`src/rtl/gand16_pkg.sv`:
```
// gand16_pkg: shared constants for the gand16 registered bitwise-AND block.
//   WIDTH_DEF : default operand/result width
//   CNT_W     : width of the set-bit count (holds 0..16)
//   Y_RST, ZERO_RST, ONES_RST : values driven while rst_n is low
package gand16_pkg;

    localparam int WIDTH_DEF = 16;
    localparam int CNT_W     = 5;

    localparam logic [WIDTH_DEF-1:0] Y_RST    = '0;
    // y resets to zero, so the zero flag resets high to stay consistent with y.
    localparam logic                 ZERO_RST = 1'b1;
    localparam logic                 ONES_RST = 1'b0;

endpackage

```
`src/rtl/gand16_popcnt.sv`:
```
// gand16_popcnt: combinational count of set bits.
// Ports:
//   bits  [WIDTH-1:0] in  : vector to count
//   count [CNT_W-1:0] out : number of ones in bits
module gand16_popcnt
    import gand16_pkg::*;
#(
    parameter int WIDTH = WIDTH_DEF
) (
    input  logic [WIDTH-1:0] bits,
    output logic [CNT_W-1:0] count
);

    // Each bit zero-extended to the count width so the sum needs no casts.
    logic [CNT_W-1:0] bit_ext [WIDTH];

    generate
        for (genvar gi = 0; gi < WIDTH; gi++) begin : g_ext
            assign bit_ext[gi] = CNT_W'(bits[gi]);
        end
    endgenerate

    always_comb begin
        count = '0;
        for (int i = 0; i < WIDTH; i++) begin
            count = count + bit_ext[i];
        end
    end

endmodule

```
`src/rtl/gand16.sv`:
```
// gand16: registered bitwise AND with zero/all-ones flags and optional popcount.
// Result and flags are loaded together from a & b on every edge where
// in_valid is high and hold otherwise; out_valid is in_valid delayed one edge.
// Ports:
//   clk        in  : clock, rising edge
//   rst_n      in  : asynchronous active-low reset
//   a, b       in  : operands [WIDTH-1:0]
//   in_valid   in  : a/b qualify this cycle
//   y          out : registered a & b
//   out_valid  out : y was loaded on the previous edge
//   zero       out : y == 0
//   ones       out : y == all ones
//   popcnt     out : number of set bits in y [CNT_W-1:0]
// Build option: define GAND16_POPCNT_EN to compute popcnt; otherwise popcnt
// is tied to 0 and no counting logic exists.
module gand16
    import gand16_pkg::*;
#(
    parameter int WIDTH = WIDTH_DEF
) (
    input  logic             clk,
    input  logic             rst_n,
    input  logic [WIDTH-1:0] a,
    input  logic [WIDTH-1:0] b,
    input  logic             in_valid,
    output logic [WIDTH-1:0] y,
    output logic             out_valid,
    output logic             zero,
    output logic             ones,
    output logic [CNT_W-1:0] popcnt
);

    logic [WIDTH-1:0] y_next;
    logic             zero_next;
    logic             ones_next;

    logic [WIDTH-1:0] y_reg;
    logic             out_valid_reg;
    logic             zero_reg;
    logic             ones_reg;

    // Flags derive from the same value that loads y, so they can never
    // disagree with the registered result.
    assign y_next    = a & b;
    assign zero_next = (y_next == '0);
    assign ones_next = &y_next;

    always_ff @(posedge clk or negedge rst_n) begin
        if (!rst_n) begin
            y_reg         <= WIDTH'(Y_RST);
            out_valid_reg <= 1'b0;
            zero_reg      <= ZERO_RST;
            ones_reg      <= ONES_RST;
        end else begin
            out_valid_reg <= in_valid;
            if (in_valid) begin
                y_reg    <= y_next;
                zero_reg <= zero_next;
                ones_reg <= ones_next;
            end
        end
    end

    assign y         = y_reg;
    assign out_valid = out_valid_reg;
    assign zero      = zero_reg;
    assign ones      = ones_reg;

`ifdef GAND16_POPCNT_EN
    logic [CNT_W-1:0] popcnt_next;
    logic [CNT_W-1:0] popcnt_reg;

    gand16_popcnt #(
        .WIDTH (WIDTH)
    ) u_popcnt (
        .bits  (y_next),
        .count (popcnt_next)
    );

    always_ff @(posedge clk or negedge rst_n) begin
        if (!rst_n) begin
            popcnt_reg <= '0;
        end else if (in_valid) begin
            popcnt_reg <= popcnt_next;
        end
    end

    assign popcnt = popcnt_reg;
`else
    assign popcnt = '0;
`endif

endmodule

```
`config.mk`:
```
export PLATFORM = sky130hd
export DESIGN_NAME = gand16
export DESIGN_NICKNAME = d
export VERILOG_FILES = /design/src/rtl/gand16_pkg.sv /design/src/rtl/gand16_popcnt.sv /design/src/rtl/gand16.sv
export SDC_FILE = /design/constraint.sdc
export NUM_CORES = 1
export LEC_CHECK = 0
export CORE_ASPECT_RATIO = 1.75
export CORE_UTILIZATION = 38
export DETAILED_ROUTE_END_ITERATION = 8
export PLACE_DENSITY = 0.84
export SKIP_LAST_GASP = 1
export SLEW_MARGIN = 20
export SYNTH_ARGS = -nofsm -noshare
export SYNTH_HDL_FRONTEND = slang
export SYNTH_HIERARCHICAL = 1
export SYNTH_SLANG_ARGS = --single-unit
```
`constraint.sdc`:
```
create_clock -name clk -period 1.6 [get_ports clk]
set_input_delay 0.32 -clock clk [delete_from_list [all_inputs] [get_ports clk]]
set_output_delay 0.32 -clock clk [all_outputs]
set_load 0.005 [all_outputs]
```
After elaboration in Yosys (flattened, before gate mapping)
Index checks and enable logic that the tools add are counted.
- output and inout bits: 24
- register bits: 19
- word-level logic and storage cells: 7
- reduce and logical (&&, ||, !) cells: 2
- bitwise operators: 1
- operators by type and width (cell ; number):
    $and A16 B16 Y16 ; 1
    $logic_not A16 Y1 ; 1
    $reduce_and A16 Y1 ; 1

Logic depth before layout (Yosys ltp)
Gate-level depths: netlist of the first run.
- word-level depth: 2
- depth in mapped cells: 4

Worst setup path before layout of the first run
No wires, ideal clock.
- path type: in2reg
- start point: in a[2]
- end point: reg zero_reg (netlist: zero)
- required time: 1.540 ns
- arrival time: 0.945 ns
- cell stages on the path: 4
- path slack: 0.595 ns
- buffers on the path: 0
- setup time: 0.060 ns
- cells stage by stage: a22oi_1 nand2_1 nor4_1 mux2_2
- word-level cells in the longest chain between the ends: 2
- ends and longest elaborated chain (what ; RTL line ; text):
    from (decl) ; gand16.sv:23 ; input logic [WIDTH-1:0] a,
    $and A16 B16 Y16 ; gand16.sv:44 ; assign y_next = a & b;
    $logic_not A16 Y1 ; gand16.sv:45 ; assign zero_next = (y_next == '0);
    to (signal assigned) ; gand16.sv:58 ; zero_reg <= zero_next;
    to (decl) ; gand16.sv:39 ; logic zero_reg;
No other way between the ends.
A chain may end at the register's enable or synchronous reset.

Final worst setup path of the first run
- start point: reg y_reg[3] (netlist: y[3])
- end point: out y[3]
- RTL lines (what ; RTL line ; text):
    from (decl) ; gand16.sv:37 ; logic [WIDTH-1:0] y_reg;
    from (signal assigned) ; gand16.sv:50 ; y_reg <= WIDTH'(Y_RST);
    from (signal assigned) ; gand16.sv:57 ; y_reg <= y_next;
    to (decl) ; gand16.sv:26 ; output logic [WIDTH-1:0] y,
No word-level cell between the ends.

==> out/summary.log, run 1 <==
[cells_and_area] non-filler cells in the finished layout 185
[power_and_ir_drop] Max IR drop VDD 0.000472 V
[cells_and_area] flip-flop count of the largest register, all copies and words added 16
[critical_path] slowest cell delay on critical path 550 ps
[detailed_routing] first drt pass iteration count 4
[placement] quantity of I/O buffers inserted on ports 53
[power_and_ir_drop] reported leakage power 0.000635 uW
[die] number of ports placed on the die boundary 59
[detailed_routing] number of nets still failing antenna checks after routing 0
[timing] final max-slew violation count 0
[cells_and_area] nets 196
[timing] Highest Clock Rate 0.682 GHz
[grt] largest net degree at the start of global routing 22
[run] count of maximum capacitance violations 0
[clock_network] Clock Latency Late Sink 250 ps
[min_path] worst min path class primary input to async pin
[clock_network] clock root buffer clkbuf_8
[yosys] post-synthesis cell area 912 sq um
[yosys] post-synthesis sequential area ratio 52.3%
[yosys] cell types occupying the most area after synthesis dfrtp_1 (49%), o21ai_0 (9.3%), nand3_1 (8.8%)
[yosys] Mapped Avg Cell Area 8.69 sq um
[yosys] most used standard cells in the synthesized netlist dfrtp_1 (18), inv_1 (17), o21ai_0 (17), nand3_1 (16), nand2_1 (10)
[yosys] async set-or-reset flop fraction in the synthesized netlist 100%
[yosys] synthesized instance count 105
[die] overall die width 39.0 um
[critical_path] buffers plus inverters on the worst setup path 1
[clock_network] Hold Buf Count CTS 0
[critical_path] CP Capture Type output port
[clock_network] CTS H-tree depth 1
[yosys] most used flip-flop cell after synthesis dfrtp_1
[critical_path] Crit. Startpoint y[3]
[placement] placer's final routability congestion estimate 0.763
[critical_path] type of the worst setup path flip-flop to output port
[critical_path] Reg2Reg Depth 1
[power_and_ir_drop] Power Density 746 nW/um^2
[timing] shortest clock period the worst path allows after layout 1470 ps
[critical_path] Reg-to-Reg End zero
[timing] clock skew 0 ps
[clock_network] maximum buffer depth of the clock tree 2
[grt] final global-route overflow total 0
[yosys] distinct cell type count of the synthesized netlist 14
[detailed_routing] number of design rule violations left after detail routing 0
[clock_network] cts bufs inserted 3
[yosys] largest area contributor in the netlist dfrtp_1
[placement] cell total after placement 181
[detailed_routing] vias 956
[cells_and_area] Multi-input gate area 332 sq um
[detailed_routing] total routed wirelength 2500 um
[critical_path] largest fanout of any net on the critical path 2
[grt] first-pass GRT wire length 4040 um
[clock_network] Reg clk slew, reported paths 70 ps
[die] die boundary height 66.8 um
[detailed_routing] drt first-iter violations 12
[placement] HPWL Detailed 2040 um
[critical_path] Register-to-Register Setup Slack 890 ps
[grt] initial antenna violation count 0
[timing] final clock period utilization by the worst path 91.6%
[yosys] count of flip-flops with a built-in enable after synthesis 0
[detailed_routing] drt via density 5.17
[status] status finished clean
[timing] Setup violations, final 0
[timing] RSZ-0062 raised after global routing false
[grt] number of global-route vias before repair 968
[die] number of cell rows 23
[timing] Post-Route Hold Slack 397 ps
[cells_and_area] diode count 0
[cells_and_area] share of layout cells above drive strength 1 5.00%
[yosys] number of register bits inferred by synthesis 19
[cells_and_area] area used by sequential logic in the layout 477 sq um
[cells_and_area] Fillers 214
[power_and_ir_drop] Final Power 1120 uW
[critical_path] worst reg2reg startpoint zero
[yosys] leading cell type by number of instances after synthesis dfrtp_1
[clock_network] TritonCTS clock tree done
[critical_path] CP arrival 1150 ps
[die] floorplan core area 2270 sq um
[cells_and_area] area grow syn2layout 64.5%
[critical_path] kind of start point of the critical path flip-flop
[critical_path] slowest cell on the critical path clkdlybuf4s50_1
[clock_network] clk sink count 19
[critical_path] Data required, critical path 1280 ps
[cells_and_area] share of the core filled with cells in the final layout 66.0%
[critical_path] cell-by-cell trace of the critical path clkdlybuf4s50_1
[timing] Hold Violations, Final 0
[grt] global-route usage over all layers 22.2%
[die] area of the die 2610 sq um
[die] effective utilization at floorplan 40.1%
[critical_path] category of cells accounting for the largest share of critical-path delay buffers and inverters
[yosys] share of Yosys cell area claimed by the top area cell type 49.4%
[yosys] number of warning messages in the yosys log 6
[detailed_routing] final routed wire length divided by cell count 13.5 um
[timing] Sum Neg Setup Slack 0 ps
-- routing by layer --
layer	global-route usage, %	vias up	routed length (um)
met5	0	-	0
met4	10.8	0	97
met3	2.33	10	116
met2	41.5	44	1420
met1	22.6	443	868
li1	-	459	-
-- metrics by stage --
step                setup slack (ps)  cell area [sq um]
floorplan                        595                927
CTS                              131               1500
detailed placement              14.4               1460
global placement                42.0               1460
finish                           134               1500
global route                     114               1500
-- power by group --
part,internal [uW],leakage [uW],total [uW],switching [uW]
Sequential,514,0.000244,532,17.6
Combinational,158,0.000368,257,99.4
Clock,177,0.0000228,331,154
-- repair_timing --
item | CTS | global route
setup buffers | 0 | 0
setup endpoints to repair | 1 | 0
gates resized for setup | 1 | 0
-- cell type report --
class                           count  share of cell area, %
Clock buffer                        4                   3.00
Inverter                           17                   4.25
Multi-Input combinational cell     64                   22.1
Sequential cell                    19                   31.8
Tap cell                           25                   2.09
Timing Repair Buffer               56                   36.8
-- how the worst max path moves through the flow --
| stage | end | cells after the start |
|---|---|---|
| finish | y[3] | 1 |
| global route | ones | 1 |
| CTS | y[15] | 1 |
| detailed placement | ones | 5 |
| global placement | zero | 5 |
| floorplan | zero | 4 |
-- placed cells by master (no fill, tap or decap) --
cell              n
nand2_1          10
o21ai_0          17
dlygate4sd2_1     1
dfrtp_1          18
nand3_1          16
a22oi_1           4
inv_1            17
conb_1            5
clkbuf_1          1
buf_4             3
nand4_1           7
clkbuf_8          3
mux2_2            1
dfstp_2           1
clkdlybuf4s50_1  52
nor4_1            4
-- logic make-up (layout without fill, tap and decap cells) --
kind of cell    Yosys count  in the layout  share of synthesized area [%]
flops                    19             19                           52.3
other cells               1              5                          0.411
simple gates             37             37                           20.4
buf+inv                  26             77                           13.0
compound gates           21             21                           12.6
mux                       1              1                           1.23
(Power assumes the default switching activity.)
==> run 2, diff against run 1 <==
SKIP_LAST_GASP = default   (was 1)
==> results of run 2 <==
No change in the layout: final DEF, timing and power equal those of run 1.
